<file path="config.mk">
export PLATFORM = sky130hd
export DESIGN_NAME = raster_scan_ctrl_flat
export DESIGN_NICKNAME = d
export VERILOG_FILES = /design/src/rtl/raster_scan_ctrl_if.sv /design/src/rtl/raster_scan_ctrl.sv /design/src/flat_wrapper.sv
export SDC_FILE = /design/constraint.sdc
export NUM_CORES = 1
export LEC_CHECK = 0
export BUFFER_PORTS_ARGS = -buffer_cell sky130_fd_sc_hd__buf_2
export CORE_AREA = 2 2 219 221
export DETAILED_ROUTE_END_ITERATION = 10
export DIE_AREA = 0 0 221 223
export PLACE_DENSITY = 0.57
export SYNTH_ARGS = -nofsm -noshare
export SYNTH_HDL_FRONTEND = slang
export SYNTH_SLANG_ARGS = --single-unit
</file>
<file path="constraint.sdc">
create_clock -name pixel_clk -period 2.27 [get_ports pixel_clk]
set_input_delay 0 -clock pixel_clk [delete_from_list [all_inputs] [get_ports pixel_clk]]
set_output_delay 0 -clock pixel_clk [all_outputs]
set_load 0.05 [all_outputs]
</file>
<file path="src/rtl/raster_scan_ctrl_if.sv">
// raster_scan_ctrl_if: bundles the draw-command, inside_test and framebuffer
// signals of raster_scan_ctrl. The controller connects through the slave
// modport; the surrounding system (command source, inside_test pipeline,
// framebuffer) uses the master modport.
interface raster_scan_ctrl_if #(
  parameter int unsigned ADDR_W = 20
);
  // draw command
  logic              start;
  logic [31:0]       x0;
  logic [31:0]       y0;
  logic [31:0]       x1;
  logic [31:0]       y1;
  logic [31:0]       x2;
  logic [31:0]       y2;
  logic              busy;
  logic              done;
  // inside_test request / response
  logic [31:0]       tri_x0;
  logic [31:0]       tri_y0;
  logic [31:0]       tri_x1;
  logic [31:0]       tri_y1;
  logic [31:0]       tri_x2;
  logic [31:0]       tri_y2;
  logic [31:0]       pixel_x;
  logic [31:0]       pixel_y;
  logic [31:0]       pixel_x_out;
  logic [31:0]       pixel_y_out;
  logic              is_inside;
  // framebuffer write port (no backpressure)
  logic              fb_we;
  logic [ADDR_W-1:0] fb_addr;
  logic [23:0]       fb_data;

  modport slave (
    input  start, x0, y0, x1, y1, x2, y2,
    input  pixel_x_out, pixel_y_out, is_inside,
    output busy, done,
    output tri_x0, tri_y0, tri_x1, tri_y1, tri_x2, tri_y2,
    output pixel_x, pixel_y,
    output fb_we, fb_addr, fb_data
  );

  modport master (
    output start, x0, y0, x1, y1, x2, y2,
    output pixel_x_out, pixel_y_out, is_inside,
    input  busy, done,
    input  tri_x0, tri_y0, tri_x1, tri_y1, tri_x2, tri_y2,
    input  pixel_x, pixel_y,
    input  fb_we, fb_addr, fb_data
  );
endinterface

</file>
<file path="src/rtl/raster_scan_ctrl.sv">
// raster_scan_ctrl: sequences one triangle through an external inside_test
// pipeline. On an accepted start the vertices are latched, a scan window is
// set up, one pixel per cycle is issued in raster order, validity is carried
// alongside the inside_test latency and every pixel reported inside produces
// a framebuffer write of COLOR.
//
// Build option TRI_BBOX_EN:
//   defined   - scan only the screen-clamped bounding box of the triangle
//               (an entirely off-screen box skips straight to the drain).
//   undefined - scan the whole screen 0..WIDTH-1 x 0..HEIGHT-1.
// The set of written addresses is the same in both builds.
module raster_scan_ctrl #(
  parameter int unsigned WIDTH   = 1280,
  parameter int unsigned HEIGHT  = 720,
  parameter int unsigned LATENCY = 3,
  parameter logic [23:0] COLOR   = 24'hFF00FF,
  parameter int unsigned ADDR_W  = 20
) (
  input  logic               pixel_clk,
  input  logic               rst,
  raster_scan_ctrl_if.slave  bus
);

  // last on-screen coordinates, used for clamping and emptiness tests
  localparam logic [31:0] X_LAST = 32'(WIDTH - 1);
  localparam logic [31:0] Y_LAST = 32'(HEIGHT - 1);

  // drain counter runs 0..LATENCY-1
  localparam int unsigned CNT_W = (LATENCY > 1) ? $clog2(LATENCY) : 1;
  localparam logic [CNT_W-1:0] DRAIN_LAST = CNT_W'(LATENCY - 1);

  // FSM encoding
  localparam logic [2:0] S_IDLE  = 3'd0;
  localparam logic [2:0] S_SETUP = 3'd1;
  localparam logic [2:0] S_SCAN  = 3'd2;
  localparam logic [2:0] S_DRAIN = 3'd3;
  localparam logic [2:0] S_DONE  = 3'd4;

  // unsigned minimum of three coordinates
  function automatic logic [31:0] min3(input logic [31:0] a,
                                       input logic [31:0] b,
                                       input logic [31:0] c);
    logic [31:0] m;
    m = (a < b) ? a : b;
    return (m < c) ? m : c;
  endfunction

  // unsigned maximum of three coordinates
  function automatic logic [31:0] max3(input logic [31:0] a,
                                       input logic [31:0] b,
                                       input logic [31:0] c);
    logic [31:0] m;
    m = (a > b) ? a : b;
    return (m > c) ? m : c;
  endfunction

  logic [2:0]         state_q;
  logic [2:0]         state_d;

  logic [31:0]        tri_x0_q;
  logic [31:0]        tri_y0_q;
  logic [31:0]        tri_x1_q;
  logic [31:0]        tri_y1_q;
  logic [31:0]        tri_x2_q;
  logic [31:0]        tri_y2_q;

  logic [31:0]        xmin_q;
  logic [31:0]        xmax_q;
  logic [31:0]        ymax_q;

  logic [31:0]        px_q;
  logic [31:0]        py_q;
  logic [CNT_W-1:0]   cnt_q;
  logic [LATENCY-1:0] valid_q;
  logic [LATENCY-1:0] valid_d;
  logic               busy_q;
  logic               done_q;

  logic [31:0]        bb_xmin_s;
  logic [31:0]        bb_xmax_s;
  logic [31:0]        bb_ymin_s;
  logic [31:0]        bb_ymax_s;
  logic               bb_empty_s;
  logic               accept_s;
  logic               issue_s;
  logic               row_end_s;
  logic               last_pix_s;
  logic [ADDR_W-1:0]  addr_s;

`ifdef TRI_BBOX_EN
  logic [31:0]        xmax_raw_s;
  logic [31:0]        ymax_raw_s;
`endif

  assign accept_s   = (state_q == S_IDLE) && bus.start;
  assign issue_s    = (state_q == S_SCAN);
  assign row_end_s  = (px_q == xmax_q);
  assign last_pix_s = row_end_s && (py_q == ymax_q);

  // scan window derived from the latched vertices (consumed in SETUP)
  always_comb begin
    bb_xmin_s  = 32'd0;
    bb_xmax_s  = X_LAST;
    bb_ymin_s  = 32'd0;
    bb_ymax_s  = Y_LAST;
    bb_empty_s = 1'b0;
`ifdef TRI_BBOX_EN
    xmax_raw_s = max3(tri_x0_q, tri_x1_q, tri_x2_q);
    ymax_raw_s = max3(tri_y0_q, tri_y1_q, tri_y2_q);
    bb_xmin_s  = min3(tri_x0_q, tri_x1_q, tri_x2_q);
    bb_ymin_s  = min3(tri_y0_q, tri_y1_q, tri_y2_q);
    if (xmax_raw_s > X_LAST) begin
      bb_xmax_s = X_LAST;
    end else begin
      bb_xmax_s = xmax_raw_s;
    end
    if (ymax_raw_s > Y_LAST) begin
      bb_ymax_s = Y_LAST;
    end else begin
      bb_ymax_s = ymax_raw_s;
    end
    bb_empty_s = (bb_xmin_s > X_LAST) || (bb_ymin_s > Y_LAST);
`endif
  end

  // next-state logic of the draw sequencer
  always_comb begin
    state_d = state_q;
    case (state_q)
      S_IDLE: begin
        if (bus.start) begin
          state_d = S_SETUP;
        end else begin
          state_d = S_IDLE;
        end
      end
      S_SETUP: begin
        if (bb_empty_s) begin
          state_d = S_DRAIN;
        end else begin
          state_d = S_SCAN;
        end
      end
      S_SCAN: begin
        if (last_pix_s) begin
          state_d = S_DRAIN;
        end else begin
          state_d = S_SCAN;
        end
      end
      S_DRAIN: begin
        if (cnt_q == DRAIN_LAST) begin
          state_d = S_DONE;
        end else begin
          state_d = S_DRAIN;
        end
      end
      // start in the DONE cycle is deliberately not looked at
      S_DONE:  state_d = S_IDLE;
      default: state_d = S_IDLE;
    endcase
  end

  // state register plus registered busy/done decoded from the next state
  always_ff @(posedge pixel_clk) begin
    if (rst) begin
      state_q <= S_IDLE;
      busy_q  <= 1'b0;
      done_q  <= 1'b0;
    end else begin
      state_q <= state_d;
      busy_q  <= (state_d == S_SETUP) || (state_d == S_SCAN) ||
                 (state_d == S_DRAIN);
      done_q  <= (state_d == S_DONE);
    end
  end

  // vertex capture on an accepted start; later input changes are ignored
  always_ff @(posedge pixel_clk) begin
    if (rst) begin
      tri_x0_q <= 32'd0;
      tri_y0_q <= 32'd0;
      tri_x1_q <= 32'd0;
      tri_y1_q <= 32'd0;
      tri_x2_q <= 32'd0;
      tri_y2_q <= 32'd0;
    end else if (accept_s) begin
      tri_x0_q <= bus.x0;
      tri_y0_q <= bus.y0;
      tri_x1_q <= bus.x1;
      tri_y1_q <= bus.y1;
      tri_x2_q <= bus.x2;
      tri_y2_q <= bus.y2;
    end else begin
      tri_x0_q <= tri_x0_q;
      tri_y0_q <= tri_y0_q;
      tri_x1_q <= tri_x1_q;
      tri_y1_q <= tri_y1_q;
      tri_x2_q <= tri_x2_q;
      tri_y2_q <= tri_y2_q;
    end
  end

  // scan window registers, loaded once in SETUP
  always_ff @(posedge pixel_clk) begin
    if (rst) begin
      xmin_q <= 32'd0;
      xmax_q <= 32'd0;
      ymax_q <= 32'd0;
    end else if (state_q == S_SETUP) begin
      xmin_q <= bb_xmin_s;
      xmax_q <= bb_xmax_s;
      ymax_q <= bb_ymax_s;
    end else begin
      xmin_q <= xmin_q;
      xmax_q <= xmax_q;
      ymax_q <= ymax_q;
    end
  end

  // raster-order pixel counters; they hold on the last pixel so that an
  // out-of-window coordinate is never presented to inside_test
  always_ff @(posedge pixel_clk) begin
    if (rst) begin
      px_q <= 32'd0;
      py_q <= 32'd0;
    end else if ((state_q == S_SETUP) && !bb_empty_s) begin
      px_q <= bb_xmin_s;
      py_q <= bb_ymin_s;
    end else if (issue_s && !last_pix_s) begin
      if (row_end_s) begin
        px_q <= xmin_q;
        py_q <= py_q + 32'd1;
      end else begin
        px_q <= px_q + 32'd1;
        py_q <= py_q;
      end
    end else begin
      px_q <= px_q;
      py_q <= py_q;
    end
  end

  // counts the LATENCY drain cycles that let the last pixel retire
  always_ff @(posedge pixel_clk) begin
    if (rst) begin
      cnt_q <= '0;
    end else if (state_q == S_DRAIN) begin
      cnt_q <= cnt_q + CNT_W'(1);
    end else begin
      cnt_q <= '0;
    end
  end

  // next value of the validity pipe: stage 0 marks a pixel issued this cycle
  always_comb begin
    valid_d    = '0;
    valid_d[0] = issue_s;
    for (int i = 1; i < LATENCY; i++) begin
      valid_d[i] = valid_q[i-1];
    end
  end

  // validity pipe aligned with the inside_test latency
  always_ff @(posedge pixel_clk) begin
    if (rst) begin
      valid_q <= '0;
    end else begin
      valid_q <= valid_d;
    end
  end

  // framebuffer address, wrapped to ADDR_W bits
  always_comb begin
    addr_s = ADDR_W'(bus.pixel_y_out) * ADDR_W'(WIDTH) + ADDR_W'(bus.pixel_x_out);
  end

  assign bus.busy    = busy_q;
  assign bus.done    = done_q;
  assign bus.tri_x0  = tri_x0_q;
  assign bus.tri_y0  = tri_y0_q;
  assign bus.tri_x1  = tri_x1_q;
  assign bus.tri_y1  = tri_y1_q;
  assign bus.tri_x2  = tri_x2_q;
  assign bus.tri_y2  = tri_y2_q;
  assign bus.pixel_x = px_q;
  assign bus.pixel_y = py_q;
  // the write strobe follows the returning result in the same cycle
  assign bus.fb_we   = valid_q[LATENCY-1] & bus.is_inside;
  assign bus.fb_addr = addr_s;
  assign bus.fb_data = COLOR;

endmodule

</file>
<file path="src/flat_wrapper.sv">
// flat-port wrapper written by rule: the top's interface ports become plain ports
module raster_scan_ctrl_flat 
#(
  parameter int unsigned WIDTH   = 1280,
  parameter int unsigned HEIGHT  = 720,
  parameter int unsigned LATENCY = 3,
  parameter logic [23:0] COLOR   = 24'hFF00FF,
  parameter int unsigned ADDR_W  = 20
)
  (pixel_clk, rst, bus_start, bus_x0, bus_y0, bus_x1, bus_y1, bus_x2, bus_y2, bus_pixel_x_out, bus_pixel_y_out, bus_is_inside, bus_busy, bus_done, bus_tri_x0, bus_tri_y0, bus_tri_x1, bus_tri_y1, bus_tri_x2, bus_tri_y2, bus_pixel_x, bus_pixel_y, bus_fb_we, bus_fb_addr, bus_fb_data);
  raster_scan_ctrl_if #(.ADDR_W(ADDR_W)) bus_i ();
  input  logic pixel_clk;
  input  logic rst;
  input wire logic [$bits(bus_i.start)-1:0] bus_start;
  input wire logic [$bits(bus_i.x0)-1:0] bus_x0;
  input wire logic [$bits(bus_i.y0)-1:0] bus_y0;
  input wire logic [$bits(bus_i.x1)-1:0] bus_x1;
  input wire logic [$bits(bus_i.y1)-1:0] bus_y1;
  input wire logic [$bits(bus_i.x2)-1:0] bus_x2;
  input wire logic [$bits(bus_i.y2)-1:0] bus_y2;
  input wire logic [$bits(bus_i.pixel_x_out)-1:0] bus_pixel_x_out;
  input wire logic [$bits(bus_i.pixel_y_out)-1:0] bus_pixel_y_out;
  input wire logic [$bits(bus_i.is_inside)-1:0] bus_is_inside;
  output wire logic [$bits(bus_i.busy)-1:0] bus_busy;
  output wire logic [$bits(bus_i.done)-1:0] bus_done;
  output wire logic [$bits(bus_i.tri_x0)-1:0] bus_tri_x0;
  output wire logic [$bits(bus_i.tri_y0)-1:0] bus_tri_y0;
  output wire logic [$bits(bus_i.tri_x1)-1:0] bus_tri_x1;
  output wire logic [$bits(bus_i.tri_y1)-1:0] bus_tri_y1;
  output wire logic [$bits(bus_i.tri_x2)-1:0] bus_tri_x2;
  output wire logic [$bits(bus_i.tri_y2)-1:0] bus_tri_y2;
  output wire logic [$bits(bus_i.pixel_x)-1:0] bus_pixel_x;
  output wire logic [$bits(bus_i.pixel_y)-1:0] bus_pixel_y;
  output wire logic [$bits(bus_i.fb_we)-1:0] bus_fb_we;
  output wire logic [$bits(bus_i.fb_addr)-1:0] bus_fb_addr;
  output wire logic [$bits(bus_i.fb_data)-1:0] bus_fb_data;
  assign bus_i.start = bus_start;
  assign bus_i.x0 = bus_x0;
  assign bus_i.y0 = bus_y0;
  assign bus_i.x1 = bus_x1;
  assign bus_i.y1 = bus_y1;
  assign bus_i.x2 = bus_x2;
  assign bus_i.y2 = bus_y2;
  assign bus_i.pixel_x_out = bus_pixel_x_out;
  assign bus_i.pixel_y_out = bus_pixel_y_out;
  assign bus_i.is_inside = bus_is_inside;
  assign bus_busy = bus_i.busy;
  assign bus_done = bus_i.done;
  assign bus_tri_x0 = bus_i.tri_x0;
  assign bus_tri_y0 = bus_i.tri_y0;
  assign bus_tri_x1 = bus_i.tri_x1;
  assign bus_tri_y1 = bus_i.tri_y1;
  assign bus_tri_x2 = bus_i.tri_x2;
  assign bus_tri_y2 = bus_i.tri_y2;
  assign bus_pixel_x = bus_i.pixel_x;
  assign bus_pixel_y = bus_i.pixel_y;
  assign bus_fb_we = bus_i.fb_we;
  assign bus_fb_addr = bus_i.fb_addr;
  assign bus_fb_data = bus_i.fb_data;
  raster_scan_ctrl #(.WIDTH(WIDTH), .HEIGHT(HEIGHT), .LATENCY(LATENCY), .COLOR(COLOR), .ADDR_W(ADDR_W)) u_core (.pixel_clk(pixel_clk), .rst(rst), .bus(bus_i));
endmodule
</file>
==> flow_summary.json <==
{
  "synth_flop_cell": "dfxtp_1",
  "fmax_ghz": 0.373,
  "ys_warn_count": 0,
  "antenna_left": 0,
  "crit_arrival_ns": 2.68,
  "worstMarginPinSlew_ns": 0.639,
  "grt_pass1_wl_mm": 67.1,
  "placed_area_um2": 15700,
  "hold_path_depth": 0,
  "r2r_slack_ns": -0.11,
  "syn_area_um2": 11500,
  "synth_cells": 1429,
  "grt_pass1_vias": 12800,
  "final_nets": 2525,
  "cts.htree.levels": 2,
  "cts_tree": "built",
  "synth-seq-area-share_pct": 46.7,
  "yosys.cell_types.count": 57,
  "violations": "setup timing",
  "power_leakage_nw": 8.80,
  "synth_area_per_cell_um2": 8.02,
  "r2r-start": "u_core.bus.pixel_x[7]",
  "fin_crit_ns": 2.68,
  "synth_common_cells": "nand2_1 (421), dfxtp_1 (267), a21oi_1 (233), clkbuf_1 (71), nor2_1 (45)",
  "start_util_pct": 24.3,
  "grt_max_degree": 86,
  "yosys-top-cells-area": "dfxtp_1 (47%), nand2_1 (14%), a21oi_1 (10%), ha_1 (3.5%), xnor2_1 (2.6%)",
  "hp-class": "primary input to output pin",
  "clkSinkCount": 267,
  "rows": 80,
  "cp-startpoint": "bus_pixel_y_out[4]",
  "synth_edf_count": 0,
  "clk_latency_ns": 0.53,
  "power.density_nw_per_um2": 787,
  "dpl.hpwl_mm": 29.6,
  "async_flop_share_pct": 0,
  "final_hold_viol_count": 0,
  "chipHeight_um": 223,
  "stdcell_area_um2": 19600,
  "drtPass1Iterations": 5,
  "place_congestion": 0.878,
  "rsz0062_at_grt": "true",
  "grt_usage_pct": 16.5,
  "wirelength_mm": 43.5,
  "routedWlPerCell_um": 15.2,
  "synth_top_area_cell": "dfxtp_1",
  "post-route-drc-count": 0,
  "worst-path-max-fanout": 5,
  "dieWidth_um": 221,
  "slew-limit-headroom_pct": 57.4,
  "skew_ns": 0.0200,
  "yosysMostFrequentCell": "nand2_1",
  "synth_seq_cells": 267,
  "cts_buffer_depth": 3,
  "critPathLaunchType": "primary input",
  "areaGrowthSynthToFinish_pct": 71.3,
  "cap_violations": 0,
  "hold_path_end": "bus_fb_addr[5]",
  "via_count": 13100,
  "boundaryPins": 563,
  "postLayoutSetupSlackWorst_ns": -0.414,
  "outcome": "finished, violations left",
  "peakVddDrop_mv": 0.773,
  "critPathRequiredTime_ns": 2.27,
  "setup_tns_ns": -3.23,
  "drt-initial-drc-count": 608,
  "core_region_area_um2": 47100,
  "antenna_found_initial": 0,
  "r2r_end": "u_core.bus.pixel_y[31]",
  "diodes": 0,
  "finalSetupViolCount": 36,
  "root_buffer": "clkbuf_16",
  "grt_remaining_overflow": 0,
  "cts_inserted_buffers": 34,
  "port_buffers": 490,
  "worstSetupPathType": "primary input to output pin",
  "hold_start": "bus_pixel_x_out[5]",
  "drive_gt1_share_pct": 37.4,
  "avgViaCountPerCell": 4.55,
  "die_area_um2": 49300,
  "final.period_utilization_pct": 118,
  "worstSetupEndpointType": "output pin",
  "yosysTopAreaCellShare_pct": 46.7,
  "place_ws_ns": -0.515,
  "fill_cells": 4555,
  "slew_violations": 0,
  "r2r_cells": 7,
  "whs_ns": 0.000109
}
[state kept, by name, indices dropped and copies added, names as in the netlist]
register            flops
u_core.bus.busy         1
u_core.bus.done         1
u_core.bus.pixel_x     32
u_core.bus.pixel_y     32
u_core.bus.tri_x0      32
u_core.bus.tri_x1      32
u_core.bus.tri_x2      32
u_core.bus.tri_y0      32
u_core.bus.tri_y1      32
u_core.bus.tri_y2      32
u_core.cnt_q            2
u_core.state_q          3
u_core.valid_q          3
u_core.xmax_q           1
[report_power, final]
| part | leakage (nW) | switching, W | internal [W] |
|---|---|---|---|
| combinational | 6.02 | 0.00294 | 0.00177 |
| clock | 0.586 | 0.00212 | 0.00351 |
| sequential | 2.19 | 0.000132 | 0.00496 |
| total | 8.80 | 0.00520 | 0.0102 |
[cells by family (layout without fill, tap and decap cells)]
| group | count (synthesis) | count (layout) | synth area share, % |
|---|---|---|---|
| compound gates | 321 | 321 | 15.9 |
| xor+xnor | 38 | 38 | 2.91 |
| fa+ha+maj | 34 | 34 | 3.85 |
| buf+inv | 146 | 948 | 6.13 |
| flops | 267 | 267 | 46.7 |
| mux | 5 | 5 | 0.437 |
| other cells | 2 | 24 | 0.0656 |
| simple gates | 616 | 618 | 24.0 |
[routing by layer]
layer  vias up  wire, um  GRT usage [%]  part of all wire, %
met2       456     21500           28.3                   49
met3        84      2610           4.06                  6.0
met5         -         0              0                    0
li1       6399         -              -                    -
met1      6118     18100           20.0                   42
met4         0      1270           5.87                  2.9
[how the worst max path moves through the flow]
stage,to,slack (ns)
after global routing,bus_fb_addr[18],-0.51
after floorplan,bus_fb_addr[19],-0.18
after CTS,bus_fb_addr[19],-0.40
after global placement,bus_fb_addr[19],-0.51
after detailed placement,bus_fb_addr[18],-0.52
final,bus_fb_addr[18],-0.41
[what timing repair did]
item	in CTS	in global routing
gates resized for setup	46	96
endpoints found under the hold margin	195	0
hold buffers	198	0
endpoints found under the setup margin	34	64
gates cloned	4	2
setup buffers	11	10
pin swaps	11	43
[stage by stage]
stage / total power [W] / util [%] / cells
detailed placement: 0.00916 / 33.2 / 2587
floorplan: 0.00801 / - / 1451
global placement: 0.00911 / 33.2 / 2587
finish: 0.0154 / 41.6 / 2870
CTS: 0.0154 / 40.6 / 2860
global route: 0.0161 / 41.6 / 2870
[layout by cell type, fill, tap and decap left out, drive strengths merged, types with 7 or more instances in the layout]
cell and n:
or3 17, a211oi 13, inv 33, o21ai 27, and4 7, or4 18, and3 9, conb 24
a21oi 234, dlygate4sd3 198, nand4 22, nor2 45, o31ai 10, clkbuf 51, nor4 16, buf 659
nand3 29, xnor2 34, nor3 9, nand2 421, dfxtp 267, ha 32, nor2b 8
[area by class of cell]
cell class,count,area [um2],share of cell area [%]
Inverter,30,113,0.574
Sequential cell,267,5390,27.5
Tap cell,615,769,3.92
Timing Repair Buffer,858,6040,30.8
Multi-Input combinational cell,1040,6140,31.3
Clock inverter,10,148,0.753
Clock buffer,50,1030,5.26
[critical path, stage by stage]
cell     delay [ns]
buf_8          0.10
ha_4           0.27
ha_4           0.18
a21o_1         0.16
a21oi_2        0.16
nor2b_1        0.06
o21a_1         0.22
o41ai_2        0.26
xnor2_1        0.13
ha_1           0.34
inv_2          0.08
or4_4          0.50
nand3_4        0.08
buf_8          0.14
Power figures use the tool's default switching activity.
